==> src/rtl/rst_seq_pkg.sv <==
// ---------------------------------------------------------------------------
// rst_seq_pkg : shared types and helpers for the reset sequencer
// Revision    : 1.0
// ---------------------------------------------------------------------------
`default_nettype none

package rst_seq_pkg;

  localparam int MAX_DOMAINS = 8;
  localparam int IDX_W       = $clog2(MAX_DOMAINS);

  typedef enum logic [1:0] {
    SYNC    = 2'd0,
    HOLD    = 2'd1,
    RELEASE = 2'd2,
    RUN     = 2'd3
  } rst_seq_state_t;

  function automatic int cnt_width(input int hold, input int gap);
    int m;
    m = (hold > gap) ? hold : gap;
    return $clog2(m + 1);
  endfunction

endpackage

`default_nettype wire

==> src/rtl/reset_sync_chain.sv <==
// ---------------------------------------------------------------------------
// reset_sync_chain : asynchronous-assert, synchronous-release reset flop chain
// Revision         : 1.0
// ---------------------------------------------------------------------------
`default_nettype none

module reset_sync_chain #(
  parameter int STAGES = 2
) (
  input  logic clk_i,
  input  logic rst_ni,
  output logic rst_sync_no
);

  logic [STAGES-1:0] sync_q;

  always_ff @(posedge clk_i or negedge rst_ni) begin
    if (!rst_ni) begin
      sync_q <= '0;
    end else begin
      sync_q <= {sync_q[STAGES-2:0], 1'b1};
    end
  end

  assign rst_sync_no = sync_q[STAGES-1];

endmodule

`default_nettype wire

==> src/rtl/reset_sequencer.sv <==
// ---------------------------------------------------------------------------
// reset_sequencer : synchronised reset with hold stretch and staggered
//                   per-domain release. Macro RST_SEQ_SW_RST_EN enables the
//                   software reset request input.
// Revision        : 1.0
// ---------------------------------------------------------------------------
`default_nettype none

module reset_sequencer
  import rst_seq_pkg::*;
#(
  parameter int SYNC_STAGES = 2,
  parameter int NUM_DOMAINS = 3,
  parameter int HOLD_CYCLES = 16,
  parameter int GAP_CYCLES  = 4
) (
  input  logic                   i_clk,
  input  logic                   i_rst_n,
  input  logic                   i_sw_rst_req,
  output logic [NUM_DOMAINS-1:0] o_rst_n,
  output logic                   o_all_released,
  output logic                   o_seq_busy
);

  localparam int                CNT_W     = cnt_width(HOLD_CYCLES, GAP_CYCLES);
  localparam logic [CNT_W-1:0]  HOLD_LAST = CNT_W'(HOLD_CYCLES - 1);
  localparam logic [CNT_W-1:0]  GAP_LAST  = CNT_W'(GAP_CYCLES - 1);
  localparam logic [IDX_W-1:0]  IDX_LAST  = IDX_W'(NUM_DOMAINS - 1);

  logic                   rst_sync_n;
  logic                   sw_req;
  logic                   sw_act;
  logic                   hold_done;
  logic                   gap_done;

  rst_seq_state_t         state_q, state_d;
  logic [CNT_W-1:0]       cnt_q, cnt_d;
  logic [IDX_W-1:0]       idx_q, idx_d;
  logic [NUM_DOMAINS-1:0] rst_q, rst_d;
  logic                   all_q, all_d;
  logic                   busy_q, busy_d;

  reset_sync_chain #(
    .STAGES (SYNC_STAGES)
  ) u_sync (
    .clk_i       (i_clk),
    .rst_ni      (i_rst_n),
    .rst_sync_no (rst_sync_n)
  );

`ifdef RST_SEQ_SW_RST_EN
  assign sw_req = i_sw_rst_req;
`else
  assign sw_req = i_sw_rst_req & 1'b0;
`endif

  // A software request only restarts the stretch; the sync chain is not re-run.
  assign sw_act    = sw_req && (state_q != SYNC);
  assign hold_done = (state_q == HOLD)    && (cnt_q == HOLD_LAST);
  assign gap_done  = (state_q == RELEASE) && (cnt_q == GAP_LAST);

  always_ff @(posedge i_clk or negedge i_rst_n) begin
    if (!i_rst_n) begin
      state_q <= SYNC;
      cnt_q   <= '0;
      idx_q   <= '0;
      rst_q   <= '0;
      all_q   <= 1'b0;
      busy_q  <= 1'b1;
    end else begin
      state_q <= state_d;
      cnt_q   <= cnt_d;
      idx_q   <= idx_d;
      rst_q   <= rst_d;
      all_q   <= all_d;
      busy_q  <= busy_d;
    end
  end

  always_comb begin
    state_d = state_q;
    if (sw_act) begin
      state_d = HOLD;
    end else begin
      case (state_q)
        SYNC:    if (rst_sync_n) state_d = HOLD;
        HOLD:    if (hold_done) state_d = (NUM_DOMAINS == 1) ? RUN : RELEASE;
        RELEASE: if (gap_done && (idx_q == IDX_LAST)) state_d = RUN;
        default: state_d = state_q;
      endcase
    end
  end

  always_comb begin
    cnt_d  = cnt_q;
    idx_d  = idx_q;
    rst_d  = rst_q;
    all_d  = all_q;
    busy_d = busy_q;
    if (sw_act) begin
      cnt_d  = '0;
      idx_d  = '0;
      rst_d  = '0;
      all_d  = 1'b0;
      busy_d = 1'b1;
    end else begin
      case (state_q)
        SYNC: cnt_d = '0;
        HOLD: begin
          if (hold_done) begin
            cnt_d    = '0;
            idx_d    = IDX_W'(1);
            rst_d[0] = 1'b1;
            if (NUM_DOMAINS == 1) begin
              all_d  = 1'b1;
              busy_d = 1'b0;
            end
          end else begin
            cnt_d = cnt_q + 1'b1;
          end
        end
        RELEASE: begin
          if (gap_done) begin
            cnt_d = '0;
            for (int k = 0; k < NUM_DOMAINS; k++) begin
              if (idx_q == IDX_W'(k)) rst_d[k] = 1'b1;
            end
            if (idx_q == IDX_LAST) begin
              all_d  = 1'b1;
              busy_d = 1'b0;
            end else begin
              idx_d = idx_q + 1'b1;
            end
          end else begin
            cnt_d = cnt_q + 1'b1;
          end
        end
        default: cnt_d = cnt_q;
      endcase
    end
  end

  assign o_rst_n        = rst_q;
  assign o_all_released = all_q;
  assign o_seq_busy     = busy_q;

endmodule

`default_nettype wire

==> config.mk <==
export PLATFORM = sky130hd
export DESIGN_NAME = reset_sequencer
export DESIGN_NICKNAME = d
export VERILOG_FILES = /design/src/rtl/rst_seq_pkg.sv /design/src/rtl/reset_sync_chain.sv /design/src/rtl/reset_sequencer.sv
export SDC_FILE = /design/constraint.sdc
export NUM_CORES = 1
export LEC_CHECK = 0
export CAP_MARGIN = 25
export CORE_MARGIN = 2
export CORE_UTILIZATION = 30
export CTS_CLUSTER_DIAMETER = 80
export CTS_CLUSTER_SIZE = 8
export DETAILED_ROUTE_END_ITERATION = 8
export GPL_TIMING_DRIVEN = 0
export PLACE_DENSITY_LB_ADDON = 0.25
export SYNTH_ARGS = -nofsm -noshare
export SYNTH_HDL_FRONTEND = slang
export SYNTH_SLANG_ARGS = --single-unit
==> constraint.sdc <==
create_clock -name i_clk -period 1.9 [get_ports i_clk]
set_input_delay 0.285 -clock i_clk [delete_from_list [all_inputs] [get_ports i_clk]]
set_output_delay 0.285 -clock i_clk [all_outputs]
set_load 0.05 [all_outputs]
=== Word level (Yosys, flattened, before mapping) ===
Cells that the tools add are included.

* Bits in registers: 16
* Input port bits: 3
* Output and inout bits: 5
* Word-level logic and storage cells: 49

* Add/subtract/negate cells: 2
* Equality and inequality tests: 12
* Mux-type cells: 15
* Reduce and logical (&&, ||, !) cells: 12

{| class="wikitable"
|+ Operators with widths
! kind !! count
|-
| 5-bit case mux with 3 select lines || 1
|-
| 4-bit AND reduction || 3
|-
| 5-bit 2-to-1 mux || 2
|-
| 3-bit 2-to-1 mux || 3
|-
| 2-bit 2-to-1 mux || 3
|-
| 2-bit by 1-bit != test with 1-bit output, second input constant || 3
|-
| 2-bit != test, second input constant || 3
|-
| 2-bit case mux with 3 select lines || 1
|-
| 3-bit case mux with 2 select lines || 1
|-
| 3-bit AND reduction || 2
|-
| 5-bit by 1-bit adder with 5-bit output, second input constant || 1
|-
| 5-bit by 2-bit == test with 1-bit output, second input constant || 1
|-
| 5-bit by 4-bit == test with 1-bit output, second input constant || 1
|-
| 3-bit by 1-bit adder with 3-bit output, second input constant || 1
|-
| 3-bit by 1-bit == test with 1-bit output, second input constant || 1
|-
| 3-bit by 2-bit == test with 1-bit output, second input constant || 1
|-
| 1-bit logical AND || 3
|-
| 3-bit logical NOT || 1
|-
| 1-bit 2-to-1 mux || 3
|-
| 3-bit nonzero test || 1
|-
| 2-bit by 1-bit == test with 1-bit output, second input constant || 1
|-
| 2-bit == test, second input constant || 1
|-
| 2-bit logical NOT || 1
|-
| 1-bit case mux with 2 select lines || 1
|-
| 2-bit nonzero test || 1
|}

=== Logic depth before layout (Yosys ltp) ===
* Depth in word-level cells: 5
* Mapped depth: 8
* Gate-level depth less buffers: 8

=== By module ===
A second synthesis with hierarchy kept.

* Cell total of the unflattened synthesis: 92
* Area total of the unflattened synthesis: 922.1 um^2

{| class="wikitable"
|+ Modules (own cells, without submodules)
! module !! times used !! cells each !! area each (um^2) !! seq. area each (um^2)
|-
| reset_sequencer || 1 || 89 || 868.3 || 351.6
|-
| reset_sync_chain || 1 || 3 || 53.8 || 50.0
|}

=== Least setup slack after synthesis ===
No wires, ideal clock.

* Kind: register -> register
* Start point: register cnt_q[0]
* End point: register idx_q[2]
* Library setup time: 0.121 ns
* Arrival: 1.765 ns
* Required time: 1.779 ns
* Slack: 0.014 ns
* Cell stages (with the launch flop): 9
* Path buffers: 0
* Clock period less this slack: 1.886 ns
* Cells stage by stage: dfrtp_1 -> ha_1 -> nand2_1 -> nor2_1 -> ha_1 -> mux2i_1 -> nor3_1 -> mux2_1 -> a22o_1

* Cells in the longest elaborated chain, start to end: 4
* Elaborated cells between the ends (all ways): 7
* Those cells by class: 4 x eq/ne; 3 x reduce/logical

{| class="wikitable"
|+ RTL lines
! item !! RTL line !! source
|-
| start: declaration || reset_sequencer.sv:37 || <nowiki>logic [CNT_W-1:0] cnt_q, cnt_d;</nowiki>
|-
| start signal: assignment || reset_sequencer.sv:72 || <nowiki>cnt_q <= cnt_d;</nowiki>
|-
| 5-bit by 2-bit == test with 1-bit output / 5-bit by 4-bit == test with 1-bit output (equally long branches) || reset_sequencer.sv:60, reset_sequencer.sv:59 ||
|-
| 1-bit logical AND (on tied branches) || reset_sequencer.sv:60, reset_sequencer.sv:59 ||
|-
| 2-bit != test (no line) || n/a ||
|-
| 4-bit AND reduction (no line) (*) || n/a ||
|-
| end signal: assignment || reset_sequencer.sv:73 || <nowiki>idx_q <= idx_d;</nowiki>
|-
| end: declaration || reset_sequencer.sv:38 || <nowiki>logic [IDX_W-1:0] idx_q, idx_d;</nowiki>
|}

Mark *: on every way between the ends. The rest lies on a longest branch, timed or not.
A chain may end at the register's enable or synchronous reset.

=== Worst setup path in the final report ===
* Start point: register cnt_q[0]
* End point: register state_q[1]

* Cells in the longest elaborated chain, start to end: 5
* Elaborated cells between the ends (all ways): 8
* Those cells by class: 4 x eq/ne; 4 x reduce/logical

{| class="wikitable"
|+ RTL lines
! item !! RTL line !! source
|-
| 5-bit by 2-bit == test with 1-bit output || reset_sequencer.sv:60 || <nowiki>assign gap_done = (state_q == RELEASE) && (cnt_q == GAP_LAST);</nowiki>
|-
| 1-bit logical AND || reset_sequencer.sv:60 ||
|-
| 1-bit logical AND || reset_sequencer.sv:88 || <nowiki>RELEASE: if (gap_done && (idx_q == IDX_LAST)) state_d = RUN;</nowiki>
|-
| 2-bit by 1-bit != test with 1-bit output (no line) || n/a ||
|-
| 4-bit AND reduction (no line) (*) || n/a ||
|-
| end signal: assignment || reset_sequencer.sv:71 || <nowiki>state_q <= state_d;</nowiki>
|-
| end: declaration || reset_sequencer.sv:36 || <nowiki>rst_seq_state_t state_q, state_d;</nowiki>
|}

Marks and branches as above.

==> flow_summary.ini <==
[sta]
clock.fmax_ghz = 0.5492
setup_violations = 0
final-max-slew-violation-count = 0
holdWs_ns = 0.3587
fin_crit_sh = 0.9583
tns_ns = 0
hold_viol_final = 0
fin_ws_ns = 0.07923
tightestPinTransition_ns = 0.7186
slew_headroom = 0.5194
fin_skew_ns = 0.001182
fin_crit_ns = 1.821

[placement]
gpl.final_weighted_congestion = 0.7415
place_hpwl_mm = 1.141
port_buffers = 6
dpl-instance-area_um2 = 1008
pre_cts_slack_ns = -0.2447

[finish]
final_common_cell = dfrtp_1
nFillCells = 282
antennaDiodeCount = 0
final_cell_mix = dfrtp_1, nand2_1, ha_1
multi_input_area_um2 = 489.2
seq_area_um2 = 401.6
area_growth_pct = 19.67
finalInstanceArea_um2 = 1089
utilization = 0.3848
drive_above_1_share = 0.1553
nets = 118

[yosys]
netlist_instances = 91
ys.flop_type = dfrtp_1
syn_area_per_cell_um2 = 9.996
async_reset_ff_frac = 1.000
ys_seq_area_frac = 0.4415
synth_area_um2 = 909.6
ys_ff_latch = 16
ys_warn_count = 0
synthDistinctLibCells = 31
synth_edf_count = 0
synth_nets = 105

[grt]
antenna_found_initial = 0
grt_pass1_vias = 624
gr-usage-all-layers = 0.1038
overflow = 0
grt_max_degree = 17
grt_pass1_wl_mm = 2.663

[setup_path]
reg2reg_depth = 5
crit_type = reg -> reg
cp-end-kind = flip-flop
r2r-start = cnt_q[0]$_DFFE_PN0N_
r2r_end = state_q[1]$_DFFE_PN0P_
cp-start-kind = flip-flop
reg2reg_slack_ns = 0.08
cp_max_fo = 4
crit_arrival_ns = 2.00
required_ns = 2.08

[job]
maxCapViolCount = 0

[route]
first_pass_iters = 4
wl_per_cell_um = 11.35
vias_per_cell = 4.881
ant_nets = 0
routed_wl_mm = 1.521
first_iter_violations = 14
vias = 654
drc = 0

[clocking]
htree_levels = 1
cts_buffers = 3
ctsHoldBuffers = 0
clkLatencyLatePin_ns = 0.28
clk_pin_slew_ns = 0.09
clock-sinks = 16
clockBufferDepth = 2
cts_root_buffer = clkbuf_4
cts_tree = done

[worst_hold_path]
hold_depth = 0
min-delay-path-class = reg -> reg
hold_end = u_sync.sync_q[1]$_DFF_PN0_
hp-start = u_sync.sync_q[0]$_DFF_PN0_

[floorplanning]
die_h_um = 59.07
die_area_um2 = 3489
io-pin-count = 8
start_util = 0.3215
num_rows = 19
die_w_um = 59.07
coreArea_um2 = 2829

[run_status]
status = completed

[power]
power_leakage_uw = 0.0005087
ir_worst_vdd_uv = 594.2
p_per_area_nw_per_um2 = 1268
-- cell type report --
type / instances / area share
multi-input cells: 64 / 0.4494
flip-flops and latches: 16 / 0.3690
repair buffers: 8 / 0.07012
well taps: 31 / 0.03563
clock buffers: 4 / 0.03333
inverters: 8 / 0.02759
plain buffers: 3 / 0.01494
-- sequential cells by signal, summed over array words and instances, names as in the netlist --
signal and flops:
cnt_q 5, idx_q 3, o_rst_n 3, o_seq_busy 1, state_q 2, u_sync.sync_q 2
-- worst max-delay path by stage --
stage | start | to | slack [ns]
final | cnt_q[0]$_DFFE_PN0N_ | state_q[1]$_DFFE_PN0P_ | 0.08
after global routing | cnt_q[0]$_DFFE_PN0N_ | state_q[1]$_DFFE_PN0P_ | -0.002
after CTS | cnt_q[0]$_DFFE_PN0N_ | idx_q[2]$_DFFE_PN0P_ | 0.03
after detailed placement | cnt_q[0]$_DFFE_PN0N_ | idx_q[2]$_DFFE_PN0P_ | -0.24
after global placement | cnt_q[0]$_DFFE_PN0N_ | idx_q[2]$_DFFE_PN0P_ | -0.18
after floorplan | cnt_q[0]$_DFFE_PN0N_ | idx_q[2]$_DFFE_PN0P_ | 0.01
-- through the flow --
stage               total power [uW]  cells
finish                          1380    134
CTS                             1377    133
global route                    1495    134
floorplan                      960.1     91
global placement                1092    128
detailed placement              1107    128
-- metal layers --
metal | GRT usage | up-vias | part of all wire
met4 | 0.05844 | 0 | 0.024
li1 | - | 335 | -
met1 | 0.1197 | 301 | 0.47
met5 | 0 | - | 0
met2 | 0.1746 | 14 | 0.47
met3 | 0.02620 | 4 | 0.037
-- cell families after synthesis --
family	share of synthesized area
and+or+nand+nor	0.1623
AOI/OAI and AO/OA	0.1279
DFF	0.4415
buffers and inverters	0.04952
adders and majority gates	0.1513
muxes	0.06327
other	0.004123
-- worst max-delay path, cell delays in order (launching register included) --
cell and delay, ns:
dfrtp_1 0.39, ha_2 0.22, or4b_1 0.48, o21ai_1 0.18
nand2_1 0.13, mux2_4 0.31
-- power by group --
part | internal (uW) | leakage (uW) | switching [uW]
clock | 117 | 0.0000210 | 110
combinational | 288 | 0.000286 | 393
sequential | 415 | 0.000201 | 58.2
total | 819 | 0.000509 | 561
-- timing repair --
| item | 4_1_cts | 5_1_grt |
|---|---|---|
| gates resized for setup | 3 | 7 |
| buffers inserted | 1 | 1 |
| endpoints found under the setup margin | 3 | 7 |
-- synth_stat cells, types with 2 or more instances --
cell type | count | area share
a31o_2 | 2 | 0.019
nor3_1 | 3 | 0.017
mux2i_1 | 2 | 0.022
nand2_1 | 14 | 0.058
nor2b_1 | 2 | 0.014
a22o_1 | 2 | 0.019
dfrtp_1 | 15 | 0.41
o21ai_0 | 3 | 0.017
inv_1 | 8 | 0.033
nor2_1 | 5 | 0.021
a21oi_1 | 2 | 0.011
nand3_1 | 2 | 0.011
ha_1 | 11 | 0.15
a31oi_1 | 2 | 0.014
mux2_1 | 2 | 0.025
No activity file was read; power rests on OpenSTA's default activity.
